### src/rtl/swap_monitor_pkg.sv
// Shared types and the expected-value rule for the swap/assignment output checker.
// Both the monitor FSM and any future reference model use exp_next() so they cannot drift.
package swap_mon_pkg;

    typedef enum logic [1:0] {
        StIdle,
        StArm,
        StCheck,
        StDone
    } state_e;

    localparam int unsigned MODE_SWAP = 0;
    localparam int unsigned MODE_COPY = 1;

    // Returns {exp_a, exp_b} for the cycle following the sampled pair.
    function automatic logic [1:0] exp_next(input int unsigned mode,
                                            input logic        prev_a,
                                            input logic        prev_b);
        if (mode == MODE_COPY) begin
            return {prev_b, prev_b};
        end
        return {prev_b, prev_a};
    endfunction

endpackage

### src/rtl/swap_monitor_if.sv
// Bundle of the observed demo-block outputs, the run enable and the checker results.
// master drives stimulus and reads results; slave is the monitor itself.
interface swap_monitor_if #(
    parameter int unsigned CNT_W = 16
);

    logic             en;
    logic             a_o;
    logic             b_o;
    logic             busy;
    logic             done;
    logic             pass;
    logic             fail;
    logic [CNT_W-1:0] err_cnt;
    logic [CNT_W-1:0] chk_cnt;
    logic [CNT_W-1:0] first_err;

    modport master (
        output en, a_o, b_o,
        input  busy, done, pass, fail, err_cnt, chk_cnt, first_err
    );

    modport slave (
        input  en, a_o, b_o,
        output busy, done, pass, fail, err_cnt, chk_cnt, first_err
    );

endinterface

### src/rtl/swap_monitor_sat_counter.sv
// Up-counter with synchronous clear that sticks at all-ones instead of wrapping.
module sat_counter #(
    parameter int unsigned Width = 16
) (
    input  logic             clk_i,
    input  logic             rst_i,
    input  logic             clr_i,
    input  logic             inc_i,
    output logic [Width-1:0] q_o
);

    logic [Width-1:0] cnt_q, cnt_d;

    always_comb begin
        cnt_d = cnt_q;
        if (clr_i) begin
            cnt_d = '0;
        end else if (inc_i && (cnt_q != '1)) begin
            cnt_d = cnt_q + 1'b1;
        end
    end

    always_ff @(posedge clk_i or posedge rst_i) begin
        if (rst_i) begin
            cnt_q <= '0;
        end else begin
            cnt_q <= cnt_d;
        end
    end

    assign q_o = cnt_q;

endmodule

### src/rtl/swap_monitor.sv
// Checks the a_o/b_o sequence of the swap/assignment demo block against the MODE rule and
// reports done/pass/fail, the mismatch count and the index of the first mismatching compare.
module swap_monitor
    import swap_mon_pkg::*;
#(
    parameter int unsigned CHECK_LEN = 16,
    parameter int unsigned CNT_W     = 16,
    parameter int unsigned MODE      = MODE_SWAP
) (
    input  logic          clk,
    input  logic          rst,
    swap_monitor_if.slave mon
);

    if ((CHECK_LEN < 1) || (64'(CHECK_LEN) > ((64'd1 << CNT_W) - 64'd1))) begin : g_bad_len
        $error("swap_monitor: CHECK_LEN must be 1..2**CNT_W-1");
    end

    if (MODE > MODE_COPY) begin : g_bad_mode
        $error("swap_monitor: MODE must be 0 (swap) or 1 (copy)");
    end

    state_e           state_q;
    logic             prev_a_q, prev_b_q;
    logic             busy_q, done_q, fail_q;
    logic [CNT_W-1:0] first_err_q;
    logic [CNT_W-1:0] err_cnt, chk_cnt;

    logic [1:0] exp_pair;
    logic       compare;
    logic       mismatch;
    logic       last_cmp;

    always_comb begin
        exp_pair = exp_next(MODE, prev_a_q, prev_b_q);
        compare  = (state_q == StCheck) && mon.en;
        mismatch = compare && ({mon.a_o, mon.b_o} != exp_pair);
        last_cmp = (chk_cnt == CNT_W'(CHECK_LEN - 1));
    end

    always_ff @(posedge clk or posedge rst) begin
        if (rst) begin
            state_q     <= StIdle;
            prev_a_q    <= 1'b0;
            prev_b_q    <= 1'b0;
            busy_q      <= 1'b0;
            done_q      <= 1'b0;
            fail_q      <= 1'b0;
            first_err_q <= '0;
        end else begin
            unique case (state_q)
                StIdle: begin
                    if (mon.en) begin
                        prev_a_q <= mon.a_o;
                        prev_b_q <= mon.b_o;
                        busy_q   <= 1'b1;
                        state_q  <= StArm;
                    end
                end
                // Recapture unconditionally so the first compare sees the demo block's
                // settled post-reset value rather than its first edge.
                StArm: begin
                    prev_a_q <= mon.a_o;
                    prev_b_q <= mon.b_o;
                    if (mon.en) begin
                        state_q <= StCheck;
                    end
                end
                StCheck: begin
                    if (compare) begin
                        prev_a_q <= mon.a_o;
                        prev_b_q <= mon.b_o;
                        if (mismatch && !fail_q) begin
                            fail_q      <= 1'b1;
                            first_err_q <= chk_cnt;
                        end
                        if (last_cmp) begin
                            busy_q  <= 1'b0;
                            done_q  <= 1'b1;
                            state_q <= StDone;
                        end
                    end
                end
                StDone: begin
                    state_q <= StDone;
                end
                default: begin
                    state_q <= StIdle;
                end
            endcase
        end
    end

    sat_counter #(
        .Width (CNT_W)
    ) u_err_cnt (
        .clk_i (clk),
        .rst_i (rst),
        .clr_i (1'b0),
        .inc_i (mismatch),
        .q_o   (err_cnt)
    );

    // CHECK_LEN bounds keep this one from ever reaching its saturation point.
    sat_counter #(
        .Width (CNT_W)
    ) u_chk_cnt (
        .clk_i (clk),
        .rst_i (rst),
        .clr_i (1'b0),
        .inc_i (compare),
        .q_o   (chk_cnt)
    );

    assign mon.busy      = busy_q;
    assign mon.done      = done_q;
    assign mon.fail      = fail_q;
    assign mon.pass      = done_q && (err_cnt == '0);
    assign mon.err_cnt   = err_cnt;
    assign mon.chk_cnt   = chk_cnt;
    assign mon.first_err = first_err_q;

endmodule
### src/flat_wrapper.sv
// flat-port wrapper written by rule: the top's interface ports become plain ports
module swap_monitor_flat import swap_mon_pkg::*;
#(
    parameter int unsigned CHECK_LEN = 16,
    parameter int unsigned CNT_W     = 16,
    parameter int unsigned MODE      = MODE_SWAP
)
  (clk, rst, mon_en, mon_a_o, mon_b_o, mon_busy, mon_done, mon_pass, mon_fail, mon_err_cnt, mon_chk_cnt, mon_first_err);
  swap_monitor_if #(.CNT_W(CNT_W)) mon_i ();
  input  logic clk;
  input  logic rst;
  input wire logic [$bits(mon_i.en)-1:0] mon_en;
  input wire logic [$bits(mon_i.a_o)-1:0] mon_a_o;
  input wire logic [$bits(mon_i.b_o)-1:0] mon_b_o;
  output wire logic [$bits(mon_i.busy)-1:0] mon_busy;
  output wire logic [$bits(mon_i.done)-1:0] mon_done;
  output wire logic [$bits(mon_i.pass)-1:0] mon_pass;
  output wire logic [$bits(mon_i.fail)-1:0] mon_fail;
  output wire logic [$bits(mon_i.err_cnt)-1:0] mon_err_cnt;
  output wire logic [$bits(mon_i.chk_cnt)-1:0] mon_chk_cnt;
  output wire logic [$bits(mon_i.first_err)-1:0] mon_first_err;
  assign mon_i.en = mon_en;
  assign mon_i.a_o = mon_a_o;
  assign mon_i.b_o = mon_b_o;
  assign mon_busy = mon_i.busy;
  assign mon_done = mon_i.done;
  assign mon_pass = mon_i.pass;
  assign mon_fail = mon_i.fail;
  assign mon_err_cnt = mon_i.err_cnt;
  assign mon_chk_cnt = mon_i.chk_cnt;
  assign mon_first_err = mon_i.first_err;
  swap_monitor #(.CHECK_LEN(CHECK_LEN), .CNT_W(CNT_W), .MODE(MODE)) u_core (.clk(clk), .rst(rst), .mon(mon_i));
endmodule
### config.mk
export PLATFORM = sky130hd
export DESIGN_NAME = swap_monitor_flat
export DESIGN_NICKNAME = d
export VERILOG_FILES = /design/src/rtl/swap_monitor_pkg.sv /design/src/rtl/swap_monitor_if.sv /design/src/rtl/swap_monitor_sat_counter.sv /design/src/rtl/swap_monitor.sv /design/src/flat_wrapper.sv
export SDC_FILE = /design/constraint.sdc
export NUM_CORES = 1
export LEC_CHECK = 0
export CORE_UTILIZATION = 25
export DETAILED_ROUTE_END_ITERATION = 7
export GPL_ROUTABILITY_DRIVEN = 0
export SLEW_MARGIN = 20
export SYNTH_ARGS = -nofsm -noshare
export SYNTH_HDL_FRONTEND = slang
export SYNTH_SLANG_ARGS = --single-unit
export TNS_END_PERCENT = 30
### constraint.sdc
create_clock -name clk -period 3.4 [get_ports clk]
set_input_delay 0.34 -clock clk [delete_from_list [all_inputs] [get_ports clk]]
set_output_delay 0.34 -clock clk [all_outputs]
set_load 0.02 [all_outputs]
==> impl_metrics.yaml, run 1 <==
run_status:
  status: "completed"
drt:
  dr.pass1.iters: 4
  drt_iter0_markers: 112
  drc: 0
  wl_per_cell_um: 13.92
  wl_um: 5764
  vias: 1921
  via_per_inst: 4.640
  antenna_left: 0
cells_and_area:
  fillers: 987
  multi_input_area_sq_mm: 0.001164
  nets: 288
  diodes: 0
  synthToLayoutAreaGrowth_pct: 30.21
  drive_gt1_frac: 0.1495
  seqCellArea_sq_mm: 0.001376
power_and_ir_drop:
  irDropWorstVdd_mv: 0.2135
  p_comb_frac: 0.329
  swShare: 0.3560
  powerDensity_mw_per_mm2: 555.5
  p_int_mw: 1.219
  pwr-share-seq: 0.486
  power_frac_clock: 0.185
  fin_total_pwr_mw: 1.893
  p_sw_mw: 0.6741
  power_leakage_nw: 1.488
clock_network:
  root_buffer: "clkbuf_8"
  clock-sinks: 55
  postCtsSetupBuffers: 0
  clk_path_buf_depth: 2
  clk_pin_slew_ns: 0.10
  cts_buffers: 5
  cts_max_level: 2
  cts_tree: "built"
  hold_buffers: 0
  ctsResizeCount: 0
  insertion_delay_ns: 0.31
yosys:
  seq_area_frac_synth: 0.5258
  async_reset_ff_frac: 1.000
  syn_avg_cell_area_sq_um: 11.90
  synthCells: 220
  synth-edff-count: 0
  yosys_warnings: 0
  synth_ff_type: "dfrtp_1"
  synth_nets: 228
  synth_seq_cells: 55
  synth_cell_types: 31
  synthesis.area_sq_mm: 0.002618
timing:
  final.setup.worst_slack_ns: 1.003
  period_needed_ns: 2.397
  fin_skew_ns: 0.009670
  min_period_over_period: 0.7050
  hold_viol_final: 0
  slew_headroom: 0.5750
  rsz0062_at_grt: "no"
  slew_viol_final: 0
  tns_ns: 0
  tightestPinTransition_ns: 0.6365
  setup_viol: 0
  fmax_ghz: 0.4172
place:
  dpl_worst_slack_ns: 0.9335
  dpl.hpwl_um: 4242
  portBuffers: 56
global_route:
  grt_overflow_total: 0
  gr-usage-all-layers: 0.1110
  grt_pass1_wl_um: 9742
  antenna_found_initial: 0
  grt_max_degree: 31
  grt_pass1_vias: 1831
floorplan:
  core_sq_mm: 0.009955
  die_w_um: 104.3
  io_pins: 57
  dieArea_sq_mm: 0.01088
  initial_core_util: 0.2629
  rows: 36
  die_h_um: 104.3
critical_path:
  criticalPathCategory: "reg -> out"
  crit_chain: "nor4b_1 > and4_1 > clkdlybuf4s50_1"
  cp_data_required_time_ns: 3.06
  slowest_delay_ns: 0.60
  crit_slowest_cell: "clkdlybuf4s50_1"
  cp.arrival_ns: 2.06
  critPathMaxFanout: 8
  worstSetupEndpointType: "primary output"
  crit_path_start_kind: "register"
run:
  cap_violations: 0
min_path:
  hold_path_class: "in -> async"
cells in the mapped netlist (all sizes together), types with 2 or more instances:
cell type	instances	area [sq um]
nor4	11	68.82
and3	8	50.05
inv	5	18.77
nor2	7	33.78
buf	8	58.80
xor2	24	210.2
nor3	15	110.1
nand2b	2	12.51
nor4b	3	26.28
nand3	7	35.03
and4	5	43.79
xnor2	8	70.07
mux2	20	225.2
nand2	10	37.54
o21ai	3	15.01
ha	3	37.54
nand4	16	100.1
nor3b	3	27.52
dfrtp	55	1376
metrics by stage:
step	utilization	hold WS, ns	cells	cell area [sq um]
4_1_cts	0.3424	0.4530	414	3408
2_1_floorplan	-	0.4800	220	2618
6_report	0.3424	0.4377	414	3408
5_1_grt	0.3424	0.5026	414	3408
3_5_place_dp	0.3338	0.4961	406	3323
3_3_place_gp	0.3338	0.4933	406	3323
kinds of logic after synthesis:
| group | count (synthesis) | synth area share |
|---|---|---|
| xor gates and xnor gates | 32 | 0.1071 |
| and+or+nand+nor | 90 | 0.2189 |
| muxes | 20 | 0.08604 |
| DFF | 55 | 0.5258 |
| buffers and inverters | 13 | 0.02964 |
| adders and majority gates | 3 | 0.01434 |
| AOI/OAI and AO/OA | 7 | 0.01817 |
final timing paths:
path / cells past startpoint / startpoint / endpoint / slack, ns
min in group clk: 1 / u_core.mon.first_err[11]$_DFFE_PP0P_ / u_core.mon.first_err[11]$_DFFE_PP0P_ / 0.52
max in group asynchronous: 3 / rst / u_core.u_err_cnt.q_o[12]$_DFFE_PP0P_ / 2.19
worst min register to register: 1 / u_core.mon.first_err[11]$_DFFE_PP0P_ / u_core.mon.first_err[11]$_DFFE_PP0P_ / 0.52
worst max-delay path: 3 / u_core.u_err_cnt.q_o[12]$_DFFE_PP0P_ / mon_pass / 1.00
worst max register to register: 4 / u_core.state_q[0]$_DFFE_PP0P_ / u_core.mon.first_err[3]$_DFFE_PP0P_ / 1.37
worst min-delay path: 2 / rst / u_core.u_chk_cnt.q_o[3]$_DFFE_PP0P_ / 0.44
flip-flops by register name, indices dropped and copies added, names as in the netlist:
register,cells
u_core.state_q,2
u_core.u_err_cnt.q_o,16
u_core.mon.first_err,16
u_core.u_chk_cnt.q_o,16
u_core.prev_b_q,1
u_core.mon.fail,1
u_core.mon.done,1
u_core.prev_a_q,1
u_core.mon.busy,1
area by class of cell:
| type | count | area share |
|---|---|---|
| Multi-Input combinational cell | 152 | 0.3414 |
| Clock inverter | 2 | 0.003671 |
| Clock buffer | 6 | 0.02129 |
| Timing Repair Buffer | 61 | 0.1755 |
| Inverter | 5 | 0.005507 |
| Tap cell | 133 | 0.04883 |
| Sequential cell | 55 | 0.4038 |
cell usage in the layout, fill, tap and decap left out, types with 6 or more instances in the layout:
cell,netlist,final
xor2_1,24,24
nor4_1,11,11
nand3_1,7,7
dfrtp_1,55,55
nor3_2,7,7
nor3_1,8,8
nand2_1,10,10
and3_1,8,8
clkdlybuf4s50_1,0,56
nor2_1,6,6
mux2_2,19,19
nand4_1,16,16
xnor2_1,8,8
worst max-delay path: cells and delay by family, from the launching register on:
kind                   cells  cell delay [ns]
AND/OR/NAND/NOR            2             0.68
buffers and inverters      1             0.60
flip-flops                 1             0.48
metal layers:
layer  vias to the layer above  wire [um]  global-route usage
li1                        920          -                   -
met1                       949       2850              0.1614
met2                        45       2611              0.1585
met3                         7        220             0.02381
met4                         0         81             0.04388
met5                         -          0                   0
power groups by stage:
stage                     clock network (mW)  logic (mW)  registers [mW]
final                                  0.351       0.623           0.920
after global routing                   0.397       0.673           0.947
after CTS                              0.369       0.631           0.923
after detailed placement                   0       0.628           0.935
after global placement                     0       0.618           0.932
after floorplan                            0       0.268            1.01
(Power assumes the default switching activity.)
==> run 2: changes to the inputs <==
==> constraint.sdc (replaced) <==
create_clock -name clk -period 1.9 [get_ports clk]
set_input_delay 0.19 -clock clk [delete_from_list [all_inputs] [get_ports clk]]
set_output_delay 0.19 -clock clk [all_outputs]
set_load 0.02 [all_outputs]
==> run 2 against run 1 <==
Effect of this change: utilization increased by 2.5 points; combinational power grew 140%; setup slack worse by 0.82 ns; clock skew is 0.0035 ns lower; sequential power increased by 63%; global-route usage is 0.60 points higher; critical path type is now reg -> reg; critical endpoint is now u_core.u_chk_cnt.q_o[1]$_DFFE_PP0P_.
==> impl_metrics.yaml, run 2 (same netlist as run 1, synthesis figures left out) <==
timing:
  min_period_over_period: 0.9026
  hold_viol_final: 0
  slew_viol_final: 0
  tightestPinTransition_ns: 0.4291
  period_needed_ns: 1.715
  fin_skew_ns: 0.006188
  slew_headroom: 0.7139
  fmax_ghz: 0.5831
  rsz0062_at_grt: "no"
  final.setup.worst_slack_ns: 0.1851
  setup_viol: 0
  tns_ns: 0
floorplan:
  die_h_um: 104.3
  core_sq_mm: 0.009955
  io_pins: 57
  dieArea_sq_mm: 0.01088
  die_w_um: 104.3
  initial_core_util: 0.2629
  rows: 36
critical_path:
  cp_data_required_time_ns: 2.09
  cp.arrival_ns: 1.90
  criticalPathCategory: "reg -> reg"
  critical_path_buf_inv_count: 1
  crit_chain: "ha_1 > nand4_1 > nor4_2 > buf_4 > nor2_1 > mux2_2"
  crit_slowest_cell: "dfrtp_1"
  crit_family: "simple AND/OR/NAND/NOR gates"
  slowest_delay_ns: 0.36
  critPathMaxFanout: 9
  crit_path_start_kind: "register"
  worstSetupEndpointType: "register"
drt:
  wl_per_cell_um: 13.83
  drt_iter0_markers: 74
  wl_um: 6128
  drc: 0
  dr.pass1.iters: 5
  antenna_left: 0
  vias: 2046
  via_per_inst: 4.619
place:
  dpl.hpwl_um: 4541
  portBuffers: 56
  dpl_worst_slack_ns: 0.005047
power_and_ir_drop:
  irDropWorstVdd_mv: 0.4849
  power_leakage_nw: 1.649
  powerDensity_mw_per_mm2: 990.5
run_status:
  status: "completed"
run:
  cap_violations: 0
clock_network:
  postCtsSetupBuffers: 0
  insertion_delay_ns: 0.30
  cts_buffers: 5
  cts_tree: "built"
  cts_max_level: 2
  clk_pin_slew_ns: 0.10
  clk_path_buf_depth: 2
  root_buffer: "clkbuf_8"
  clock-sinks: 55
cells_and_area:
  final_cell_mix: "clkdlybuf4s50_1 (55), dfrtp_1 (55), buf_4 (32)"
  synthToLayoutAreaGrowth_pct: 39.63
  nets: 317
  seqCellArea_sq_mm: 0.001376
  multi_input_area_sq_mm: 0.001176
  diodes: 0
  drive_gt1_frac: 0.2355
  fillers: 977
global_route:
  grt_max_degree: 34
  grt_overflow_total: 0
  antenna_found_initial: 0
  grt_pass1_wl_um: 10430
  grt_pass1_vias: 1979
  gr-usage-all-layers: 0.1170
min_path:
  hold_path_class: "in -> async"
-- run 2: cell count changes in the layout (fill, tap and decap cells not counted), sizes merged --
cell,before,now
buf,5,35
clkinvlp,1,0
clkdlybuf4s50,56,55
clkbuf,6,7
-- run 2: path summary, 6_finish.rpt --
| kind | start | endpoint | slack, ns | depth (start not counted) |
|---|---|---|---|---|
| setup / recovery | u_core.u_chk_cnt.q_o[0]$_DFFE_PP0P_ | u_core.u_chk_cnt.q_o[1]$_DFFE_PP0P_ | 0.19 | 6 |
| hold / removal | rst | u_core.u_err_cnt.q_o[10]$_DFFE_PP0P_ | 0.26 | 3 |
| setup reg to reg | u_core.u_chk_cnt.q_o[0]$_DFFE_PP0P_ | u_core.u_chk_cnt.q_o[1]$_DFFE_PP0P_ | 0.19 | 6 |
| hold reg to reg | u_core.mon.first_err[4]$_DFFE_PP0P_ | u_core.mon.first_err[4]$_DFFE_PP0P_ | 0.51 | 1 |
| max in group asynchronous | rst | u_core.mon.first_err[11]$_DFFE_PP0P_ | 1.28 | 3 |
| min in group clk | u_core.mon.first_err[4]$_DFFE_PP0P_ | u_core.mon.first_err[4]$_DFFE_PP0P_ | 0.51 | 1 |
-- run 2: repair_timing --
action | CTS | global route
pin swaps | 0 | 0
hold buffers | 0 | 0
resized for setup | 3 | 3
setup endpoints to repair | 1 | 2
-- run 2: final cells by class --
cell class              instances  area share
multi-input cells             152      0.3218
flip-flops and latches         55      0.3766
clock inverters                 1    0.001369
repair buffers                 90      0.2287
well taps                     133     0.04553
clock buffers                   7     0.02088
inverters                       5    0.005135
-- run 2: worst reg2reg max path, cell delays in order, from the launching register on --
cell     delay [ns]
dfrtp_1        0.36
ha_1           0.19
nand4_1        0.14
nor4_2         0.33
buf_4          0.23
nor2_1         0.08
mux2_2         0.27
-- run 2: through the flow --
| stage | util | instances | hold slack [ns] | power [mW] | instance area [sq um] |
|---|---|---|---|---|---|
| 3_3_place_gp | 0.3582 | 435 | 0.4900 | 2.993 | 3566 |
| 2_1_floorplan | - | 220 | 0.3300 | 2.281 | 2618 |
| 5_1_grt | 0.3671 | 443 | 0.2698 | 3.854 | 3655 |
| 3_5_place_dp | 0.3582 | 435 | 0.4962 | 3.020 | 3566 |
| 4_1_cts | 0.3665 | 443 | 0.2493 | 3.662 | 3649 |
| 6_report | 0.3671 | 443 | 0.2553 | 3.620 | 3655 |
-- run 2: layer usage --
layer	part of all wire	wire length [um]	GRT usage
met1	0.50	3082	0.1676
met2	0.45	2785	0.1812
met3	0.031	193	0.01942
met4	0.011	65	0.03061
met5	0	0	0
-- run 2: power by group --
group | internal, mW | switching, mW | total (mW)
Sequential | 1.37 | 0.136 | 1.50
Combinational | 0.742 | 0.747 | 1.49
Clock | 0.260 | 0.367 | 0.627
